File: src/rtl/call_return_ctrl.sv
// Call/return sequencer: turns decoded CALL/RET requests into return-address-stack
// push/pop strobes and issues a one-cycle PC redirect to fetch.
module call_return_ctrl #(
    parameter int WIDTH = 32,
    parameter int DEPTH = 3
) (
    input  logic             clk,
    input  logic             reset,
    input  logic             req_valid,
    output logic             req_ready,
    input  logic             req_call,
    input  logic             req_ret,
    input  logic [WIDTH-1:0] req_pc,
    input  logic [WIDTH-1:0] req_target,
    output logic             stk_en,
    output logic             stk_push,
    output logic             stk_pop,
    output logic [WIDTH-1:0] stk_d,
    input  logic [WIDTH-1:0] stk_q,
    output logic             redirect_valid,
    output logic [WIDTH-1:0] redirect_pc,
    output logic [DEPTH:0]   level,
    output logic             fault,
    output logic [1:0]       fault_code
);

    typedef enum logic [2:0] {
        IDLE,
        PUSH,
        POP,
        RDATA,
        FAULT
    } state_t;

    localparam logic [DEPTH:0] FULL = {1'b1, {DEPTH{1'b0}}};
    localparam logic [DEPTH:0] ONE  = (DEPTH+1)'(1);

    state_t state;

    // Outputs are registered on the transition into each state, so the strobes of
    // PUSH/POP are visible for exactly the one cycle the FSM spends there.
    always_ff @(posedge clk or negedge reset) begin
        if (!reset) begin
            state          <= IDLE;
            req_ready      <= 1'b1;
            stk_en         <= 1'b0;
            stk_push       <= 1'b0;
            stk_pop        <= 1'b0;
            stk_d          <= '0;
            redirect_valid <= 1'b0;
            redirect_pc    <= '0;
            level          <= '0;
            fault          <= 1'b0;
            fault_code     <= 2'd0;
        end else begin
            stk_en         <= 1'b0;
            stk_push       <= 1'b0;
            stk_pop        <= 1'b0;
            redirect_valid <= 1'b0;
            case (state)
                IDLE: begin
                    if (req_valid && req_ready) begin
                        req_ready <= 1'b0;
                        if (req_call == req_ret) begin
                            state      <= FAULT;
                            fault      <= 1'b1;
                            fault_code <= 2'd3;
                        end else if (req_call) begin
                            if (level == FULL) begin
                                state      <= FAULT;
                                fault      <= 1'b1;
                                fault_code <= 2'd1;
                            end else begin
                                state          <= PUSH;
                                stk_en         <= 1'b1;
                                stk_push       <= 1'b1;
                                stk_d          <= req_pc + WIDTH'(1);
                                redirect_valid <= 1'b1;
                                redirect_pc    <= req_target;
                                level          <= level + ONE;
                            end
                        end else begin
                            if (level == '0) begin
                                state      <= FAULT;
                                fault      <= 1'b1;
                                fault_code <= 2'd2;
                            end else begin
                                state   <= POP;
                                stk_en  <= 1'b1;
                                stk_pop <= 1'b1;
                                level   <= level - ONE;
                            end
                        end
                    end
                end
                PUSH: begin
                    state     <= IDLE;
                    req_ready <= 1'b1;
                end
                POP: begin
                    state <= RDATA;
                end
                // Stack output now holds the entry popped on the previous edge.
                RDATA: begin
                    state          <= IDLE;
                    req_ready      <= 1'b1;
                    redirect_valid <= 1'b1;
                    redirect_pc    <= stk_q;
                end
                FAULT: begin
                    req_ready <= 1'b0;
                    fault     <= 1'b1;
                end
                default: begin
                    state      <= FAULT;
                    req_ready  <= 1'b0;
                    fault      <= 1'b1;
                    fault_code <= 2'd3;
                end
            endcase
        end
    end

endmodule

File: config.mk
export PLATFORM = sky130hd
export DESIGN_NAME = call_return_ctrl
export DESIGN_NICKNAME = d
export VERILOG_FILES = /design/src/rtl/call_return_ctrl.sv
export SDC_FILE = /design/constraint.sdc
export NUM_CORES = 1
export LEC_CHECK = 0
export BUFFER_PORTS_ARGS = -buffer_cell sky130_fd_sc_hd__buf_2
export CORE_UTILIZATION = 48
export DETAILED_ROUTE_END_ITERATION = 10
export HOLD_SLACK_MARGIN = 0.06
export PLACE_DENSITY = 0.91
export SLEW_MARGIN = 20
export SYNTH_ARGS = -nofsm -noshare
export SYNTH_HDL_FRONTEND = slang
export SYNTH_SLANG_ARGS = --single-unit
File: constraint.sdc
create_clock -name clk -period 2.4 [get_ports clk]
set_input_delay 0.12 -clock clk [delete_from_list [all_inputs] [get_ports clk]]
set_output_delay 0.12 -clock clk [all_outputs]
set_load 0.02 [all_outputs]
=== Yosys cells after proc, flatten, opt, wreduce, memory -nomap -nowiden ===
Index checks and enable logic that the tools add are counted.

* Add/sub/neg operators: 3
* Equal/unequal tests: 14
* Multiplexer cells: 43
* Reduce and logical (&&, ||, !) cells: 14
* Bitwise operators: 6

{| class="wikitable"
|+ Operator list
! kind !! number
|-
| 32-bit 2-to-1 mux || 4
|-
| 32-bit case mux with 2 select lines || 1
|-
| 32-bit by 1-bit adder with 32-bit output (second input constant) || 1
|-
| 1-bit 2-to-1 mux || 20
|-
| 3-bit 2-to-1 mux || 5
|-
| 5-bit AND reduction || 3
|-
| 4-bit 2-to-1 mux || 3
|-
| 2-bit != test (second input constant) || 6
|-
| 3-bit case mux with 4 select lines || 1
|-
| 2-bit 2-to-1 mux || 5
|-
| 4-bit != test (second input constant) || 2
|-
| 4-bit AND reduction || 2
|-
| 3-bit by 2-bit == test with 1-bit output (second input constant) || 2
|-
| 1-bit NOT || 6
|-
| 4-bit by 1-bit adder with 4-bit output (second input constant) || 1
|-
| 4-bit == test (second input constant) || 1
|-
| 4-bit logical NOT || 1
|-
| 1-bit case mux with 2 select lines || 2
|-
| 2-bit case mux with 2 select lines || 1
|-
| 2-bit AND reduction || 2
|-
| 4-bit OR reduction || 1
|-
| 4-bit by 1-bit subtractor with 4-bit output (second input constant) || 1
|-
| 3-bit by 1-bit == test with 1-bit output (second input constant) || 1
|-
| 3-bit == test (second input constant) || 1
|-
| other kinds (7) || 7
|}

* Logic and storage cells: 91
* Output and inout bits: 76
* Input bits: 101
* Register bits after elaboration: 79

=== Depth between registers and ports, before layout ===
Gate-level depths: netlist of the first run.

* Depth after elaboration: 6
* Depth in mapped cells: 9
* Mapped depth without buffers: 7

=== Least setup slack after synthesis of the first run ===
No wires, ideal clock.

* Path type: register to register
* Start point: register level[0]
* End point: register stk_d[1]
* Stages on the path, launching flop included: 5
* Buffers on the path: 1
* Required time: 2.275 ns
* Library setup time: 0.125 ns
* Setup slack: 0.559 ns
* Arrival: 1.715 ns
* Period minus slack after synthesis: 1.841 ns
* Cell sequence: dfrtp_1 > or4b_4 > nand3_4 > buf_8 > mux2_4

* Cells in the longest elaborated chain, start to end: 3

{| class="wikitable"
|+ Ends and longest elaborated chain
! what !! RTL line !! text
|-
| start: declaration || 22 || <nowiki>output logic [DEPTH:0] level,</nowiki>
|-
| start signal: assignment || 80 || <nowiki>level <= level + ONE;</nowiki>
|-
| start signal: assignment || 91 || <nowiki>level <= level - ONE;</nowiki>
|-
| 4-bit == test || 69 || <nowiki>if (level == FULL) begin</nowiki>
|-
| 1-bit NOT (no source line) || n/a ||
|-
| 5-bit AND reduction (no source line) || n/a ||
|-
| end signal: assignment || 77 || <nowiki>stk_d <= req_pc + WIDTH'(1);</nowiki>
|-
| end: declaration || 18 || <nowiki>output logic [WIDTH-1:0] stk_d,</nowiki>
|}

No other way between the ends.
A chain may end at the register's enable or synchronous reset.

=== Worst setup path in the final report of the first run ===
* Start point: register level[0]
* End point: register redirect_pc[29]

* Cells in the longest elaborated chain, start to end: 3

{| class="wikitable"
|+ Ends and longest elaborated chain
! what !! RTL line !! text
|-
| 4-bit == test || 69 ||
|-
| 2-bit != test (no source line) || n/a ||
|-
| 5-bit AND reduction (no source line) || n/a ||
|-
| end signal: assignment || 79 || <nowiki>redirect_pc <= req_target;</nowiki>
|-
| end signal: assignment || 108 || <nowiki>redirect_pc <= stk_q;</nowiki>
|-
| end: declaration || 21 || <nowiki>output logic [WIDTH-1:0] redirect_pc,</nowiki>
|}

No other way between the ends.

==> flow_summary.toml, run 1 <==
[status]
outcome = "finished, final reports clean"

[cells_and_area]
nFillCells = 569
ff_latch_area_um2 = 1980
diodes = 0
nNetsFinal = 754
syn_to_final_growth_pct = 46.5
final_core_util_pct = 72.1
drive_gt1_share_pct = 32.9
multi_input_area_um2 = 1870

[clocking]
clock_sinks = 79
root_buffer = "clkbuf_8"
cts_made_buffers = 9
clk_pin_slew_ns = 0.09
h-tree-depth = 3
cts_tree = "yes"
clock_path_buffers = 2
clk_latency_ns = 0.35

[logic_synthesis]
synth_area_leaders = "dfrtp_1 49%, mux2i_1 8.0%, nand2_1 6.8%"
synth_edf_count = 0
synth_top_area_share_pct = 48.5
syn_nets = 514
synthTopCellsByCount = "78 x dfrtp_1, 73 x nand2_1, 37 x o21ai_1"
async_flop_share_pct = 100
yosys.area.top_type = "dfrtp_1"
yosysSeqAreaShare_pct = 49.2
ys_warn_count = 0
ys_seq_elements = 79
syn_area_per_cell_um2 = 9.91
synthesis.area_um2 = 4020
netlist_instances = 406
yosysUniqueCellTypes = 41
yosys_most_used_dff = "dfrtp_1"
yosysMostFrequentCell = "dfrtp_1"

[power_and_ir_drop]
finalPower_mw = 3.35
leakage_nw = 3.06
ir_worst_vdd_mv = 0.294
p_per_area_nw_per_um2 = 569

[placed_design]
io_buffers = 176
hpwl_mm = 7.37
gp_congestion = 0.879

[timing]
finalSetupViolCount = 0
fin_crit_sh_pct = 97.3
fmax_mhz = 428
slew_headroom_pct = 57.9
fin_skew_ns = 0.0155
hold_slack_ns = 0.0692
min_period_ns = 2.34
hold_viol_final = 0
slew_viol_final = 0
worstMarginPinSlew_ns = 0.627

[setup_path]
reg2reg_depth = 6
r2r-end = "redirect_pc[29]$_DFFE_PN0P_"
crit_path_start_kind = "register"
worstReg2RegStart = "level[0]$_DFFE_PN0P_"
crit_required_ns = 2.64
cp_max_fo = 12
cp.arrival_ns = 2.58
path_class = "register to register"
reg2reg_slack_ns = 0.06
endpoint_kind = "register"

[drt]
ant_nets = 0
route.vias.total = 3949
routed_via_density = 5.22
initialDrtViolationCount = 124
dr.pass1.iters = 4
drc = 0
routed_wirelength_mm = 12.3
avgRoutedWirePerCell_um = 16.3

[grt]
grt_pass1_wl_mm = 18.9
grt_max_degree = 80
antenna_found_initial = 0
grtUsageTotal_pct = 28.6
grt_pass1_vias = 4099
overflow = 0

[floorplan]
core-area_um2 = 8180
std_cell_rows = 33
start_util_pct = 49.2
die_area_um2 = 8750
die_y_um = 93.6
io_pins = 177
die_x_um = 93.6

[min_path]
min_to = "redirect_pc[4]$_DFFE_PN0P_"
hold_depth = 3
min_path_type = "primary input to register"
hp-start = "req_target[4]"

[job]
maxCapViolCount = 0
[timing repair]
item,CTS,global route
setup endpoints to repair,0,4
endpoints found under the hold margin,112,0
gates resized for setup,0,3
hold buffers,64,0
setup buffers,0,4
[how the worst max path moves through the flow]
stage                          from                          end  slack, ns  cells past startpoint
3_3_place_gp   level[0]$_DFFE_PN0P_         stk_d[1]$_DFFE_PN0P_       0.51                      4
3_5_place_dp   level[0]$_DFFE_PN0P_  redirect_pc[19]$_DFFE_PN0P_       0.42                      5
4_1_cts        level[0]$_DFFE_PN0P_  redirect_pc[29]$_DFFE_PN0P_       0.01                      6
2_1_floorplan  level[0]$_DFFE_PN0P_         stk_d[1]$_DFFE_PN0P_       0.56                      4
6_report       level[0]$_DFFE_PN0P_  redirect_pc[29]$_DFFE_PN0P_       0.06                      6
5_1_grt        level[0]$_DFFE_PN0P_  redirect_pc[31]$_DFFE_PN0P_      -0.02                      6
[layer usage]
metal | wire length [µm] | vias to the layer above | global-route usage (%)
met2 | 6230 | 168 | 49.9
met1 | 4830 | 1856 | 31.0
met3 | 796 | 43 | 8.05
met4 | 472 | 0 | 16.5
met5 | 0 | - | 0
li1 | - | 1882 | -
[cell usage in the layout, fill, tap and decap left out, types with 3 or more instances in the layout]
cell / Yosys / layout
a21oi_1: 5 / 5
and3_1: 5 / 5
buf_12: 0 / 3
buf_2: 4 / 175
buf_4: 1 / 8
clkbuf_8: 0 / 10
dfrtp_1: 78 / 76
dlygate4sd3_1: 0 / 63
ha_1: 6 / 6
inv_1: 10 / 10
mux2i_1: 32 / 32
nand2_1: 73 / 73
nand2b_1: 4 / 4
nand3_1: 9 / 9
nand4_1: 17 / 17
nor2_1: 13 / 12
nor3_1: 4 / 4
nor4_1: 5 / 5
o21ai_0: 30 / 30
o21ai_1: 37 / 37
xnor2_1: 13 / 13
xor2_1: 22 / 22
[area by class of cell]
cell class | instances | share of cell area (%)
Timing Repair Buffer | 250 | 28.0
Tap cell | 105 | 2.23
Clock buffer | 11 | 2.40
Multi-Input combinational cell | 296 | 31.8
Clock inverter | 5 | 1.38
Sequential cell | 79 | 33.6
Inverter | 10 | 0.637
[through the flow]
step                cells  cell area [µm²]  setup TNS [ns]  setup WS (ns)
finish                756             5900               0         0.0645
global route          756             5900         -0.0204        -0.0204
CTS                   751             5830               0         0.0133
detailed placement    671             4960               0          0.425
global placement      671             4960               0          0.508
floorplan             406             4020               0          0.559
[cells by family (layout without fill, tap and decap cells)]
group	count (synthesis)	in the layout	synth area share (%)
AO/OA/AOI/OAI	78	78	10.2
XOR/XNOR	35	35	7.62
adder cells (fa/ha/maj)	7	7	2.36
buffers and inverters	31	276	4.54
flip-flops	79	79	49.2
multiplexers	34	34	8.61
AND/OR/NAND/NOR	142	142	17.5
[flip-flops by register name, summed over array words and instances, names as in the netlist]
name,count
fault_code,2
stk_d,32
stk_en,1
stk_pop,1
state,3
fault,1
stk_push,1
redirect_pc,32
level,4
redirect_valid,1
req_ready,1
[power breakdown]
part / leakage [nW] / internal (mW) / switching (mW)
Clock: 0.110 / 0.615 / 0.500
Combinational: 1.95 / 0.327 / 0.393
Sequential: 0.998 / 1.44 / 0.0805
Total: 3.06 / 2.38 / 0.974
[critical path, stage by stage, from the launching register on]
cell,delay (ns)
dfrtp_2,0.45
or4b_4,0.57
nand3_4,0.16
buf_12,0.18
mux2i_1,0.19
o21ai_1,0.08
dlygate4sd3_1,0.58
(Power assumes the default switching activity.)
==> run 2: changes to the inputs <==
--- a/config.mk
+++ b/config.mk
@@ -5,11 +5,13 @@
 export SDC_FILE = /design/constraint.sdc
 export NUM_CORES = 1
 export LEC_CHECK = 0
+export ABC_AREA = 1
 export BUFFER_PORTS_ARGS = -buffer_cell sky130_fd_sc_hd__buf_2
-export CORE_UTILIZATION = 48
+export CAP_MARGIN = 20
+export CORE_UTILIZATION = 49
 export DETAILED_ROUTE_END_ITERATION = 10
 export HOLD_SLACK_MARGIN = 0.06
-export PLACE_DENSITY = 0.91
+export PLACE_DENSITY = 0.9
 export SLEW_MARGIN = 20
 export SYNTH_ARGS = -nofsm -noshare
 export SYNTH_HDL_FRONTEND = slang
==> run 2 against run 1 <==
Against the previous run:
- die area is 10% higher
- power grew 69%
- maximum frequency rose by 35%
- clock power fell by 25%
- design area fell by 4.4%
- critical path type unchanged
- non-clock buffer count is 66 lower
- the flow now finishes with violations (DRC)
- clock skew is 0.0020 ns lower
- core utilization fell by 8.4 points
==> flow_summary.toml, run 2 <==
[setup_path]
crit_slowest_cell = "dfrtp_1"
path_buf_inv = 2
path_cells = "nor2_1, nand3_1, nand4_1, clkinv_1, buf_4, nand3_1, nand2_1"
crit_end = "stk_d[23]$_DFFE_PN0P_"
path_class = "register to register"
r2r-end = "stk_d[23]$_DFFE_PN0P_"
cp.depth = 7
cp_max_fo = 25
crit_path_start_kind = "register"
reg2reg_depth = 7
startpoint = "level[0]$_DFFE_PN0P_"
endpoint_kind = "register"
max_stage_delay_ns = 0.46
cp_common_cell = "nand3_1"
cp.arrival_ns = 1.96
reg2reg_slack_ns = 0.67
crit_required_ns = 2.63
worstReg2RegStart = "level[0]$_DFFE_PN0P_"
critPathTopFamily = "simple AND/OR/NAND/NOR gates"

[power_and_ir_drop]
ir_worst_vdd_mv = 0.587
p_per_area_nw_per_um2 = 1000
finalPower_mw = 5.67
leakage_nw = 3.17

[floorplan]
start_util_pct = 51.3
io_pins = 177
core-area_um2 = 8850
die_x_um = 98.2
die_area_um2 = 9650
std_cell_rows = 34
die_y_um = 98.2

[timing]
hold_viol_final = 0
worstMarginPinSlew_ns = 0.710
fin_tns_setup_ns = 0
slew_viol_final = 0
fmax_mhz = 578
finalSetupViolCount = 0
slew_headroom_pct = 52.6
fin_crit_sh_pct = 72.1
fin_skew_ns = 0.0135
min_period_ns = 1.73
rsz0062_at_grt = "false"

[drt]
drc = 11
routed_wirelength_mm = 11.4
routed_via_density = 5.09
avgRoutedWirePerCell_um = 13.1
initialDrtViolationCount = 178
ant_nets = 0
route.vias.total = 4447
dr.pass1.iters = 8

[logic_synthesis]
synth_area_leaders = "dfrtp_1 43%, nand2_1 20%, nand3_1 8.1%"
syn_area_per_cell_um2 = 7.74
yosysUniqueCellTypes = 30
yosys.area.top_type = "dfrtp_1"
ys_seq_elements = 79
yosysMostFrequentCell = "nand2_1"
synth_top_family_by_area = "simple AND/OR/NAND/NOR gates"
synth_edf_count = 0
yosys_most_used_dff = "dfrtp_1"
synth-simple-area-share_pct = 34.5
yosysSeqAreaShare_pct = 43.6
netlist_instances = 586
ys_warn_count = 0
synthTopCellsByCount = "238 x nand2_1, 78 x dfrtp_1, 73 x nand3_1"
muxShareOfSynthArea_pct = 8.77
syn_nets = 694
async_flop_share_pct = 100
synth_top_area_share_pct = 43.0
synthesis.area_um2 = 4540
synth_xor_xnor_area_share_pct = 2.70
synth_compound_area_share_pct = 2.10
synthAdderAreaFrac_pct = 2.10

[cells_and_area]
syn_to_final_growth_pct = 24.3
nFillCells = 824
ff_latch_area_um2 = 1980
largestRegisters = "redirect_pc (32), stk_d (32), level (4)"
nNetsFinal = 869
fin_cells = 874
drive_gt1_share_pct = 31.6
diodes = 0
layout_commonest_cell = "nand2_1"
multi_input_area_um2 = 2270
mostFrequentLayoutCells = "238 x nand2_1, 175 x buf_2, 78 x dfrtp_1"

[clocking]
post_cts_buffers = 0
clk_latency_ns = 0.34
clock_path_buffers = 2
cts_tree = "yes"
h-tree-depth = 3
clock_sinks = 79
cts_made_buffers = 9
root_buffer = "clkbuf_8"
clk_pin_slew_ns = 0.09

[grt]
grt_pass1_vias = 4243
grtUsageTotal_pct = 24.4
grt_max_degree = 80
grt_pass1_wl_mm = 18.9
antenna_found_initial = 0
overflow = 0

[job]
maxCapViolCount = 0

[min_path]
hold_depth = 4
min_path_type = "primary input to register"

[placed_design]
io_buffers = 176
hpwl_mm = 8.58
dp_cells = 856
gp_congestion = 1.01

[status]
failed_checks = "DRC"
outcome = "finished with violations"
[run 2: metrics by stage]
stage	util [%]	hold WS, ns	worst slack [ns]	cell area [µm²]
after floorplan	-	-0.176	0.918	4540
after global placement	61.7	0.337	0.668	5460
after detailed placement	61.7	0.341	0.595	5460
after CTS	63.7	0.0630	0.656	5640
after global routing	63.7	0.0867	0.471	5640
final	63.7	0.0731	0.670	5640
[run 2: cell type report]
cell class | instances | area share, %
repair buffers | 184 | 16.9
inverters | 39 | 2.60
well taps | 108 | 2.40
multi-input cells | 448 | 40.3
clock buffers | 13 | 2.46
clock inverters | 3 | 0.266
flip-flops and latches | 79 | 35.1
[run 2: report_power, final]
part	switching (mW)	internal, mW
Clock	0.470	0.373
Combinational	1.66	0.912
Sequential	0.352	1.90
Total	2.48	3.19
[run 2: how the worst min path moves through the flow]
| stage | start | end |
|---|---|---|
| CTS | req_pc[15] | stk_d[15]$_DFFE_PN0P_ |
| floorplan | reset | fault$_DFFE_PN0P_ |
| global route | req_pc[12] | stk_d[12]$_DFFE_PN0P_ |
| global placement | reset | stk_d[20]$_DFFE_PN0P_ |
| finish | req_pc[16] | stk_d[16]$_DFFE_PN0P_ |
| detailed placement | reset | stk_d[20]$_DFFE_PN0P_ |
[run 2: what timing repair did]
| item | 4_1_cts | 5_1_grt |
|---|---|---|
| hold buffers | 2 | 0 |
| gates resized for setup | 0 | 0 |
| endpoints found under the setup margin | 0 | 0 |
| endpoints found under the hold margin | 79 | 0 |
[run 2: worst reg2reg max path: stages (launching register included)]
cell and delay, ns:
dfrtp_1 0.46, nor2_1 0.20, nand3_1 0.15, nand4_1 0.29, clkinv_1 0.11, buf_4 0.23, nand3_1 0.13, nand2_1 0.05
[run 2: layer usage]
layer  up-vias  GRT usage (%)  wire, µm
met5         -              0         0
met4         0           7.58       131
met3        13           3.58       756
met2       163           43.7      5750
met1      2066           30.4      4800
li1       2205              -         -
[run 2: cell families (layout without fill, tap and decap cells)]
kind of cell | after synthesis | in the layout
simple gates | 377 | 377
flops | 79 | 79
buf+inv | 59 | 239
mux | 32 | 32
compound gates | 18 | 18
xor+xnor | 14 | 14
fa+ha+maj | 7 | 7
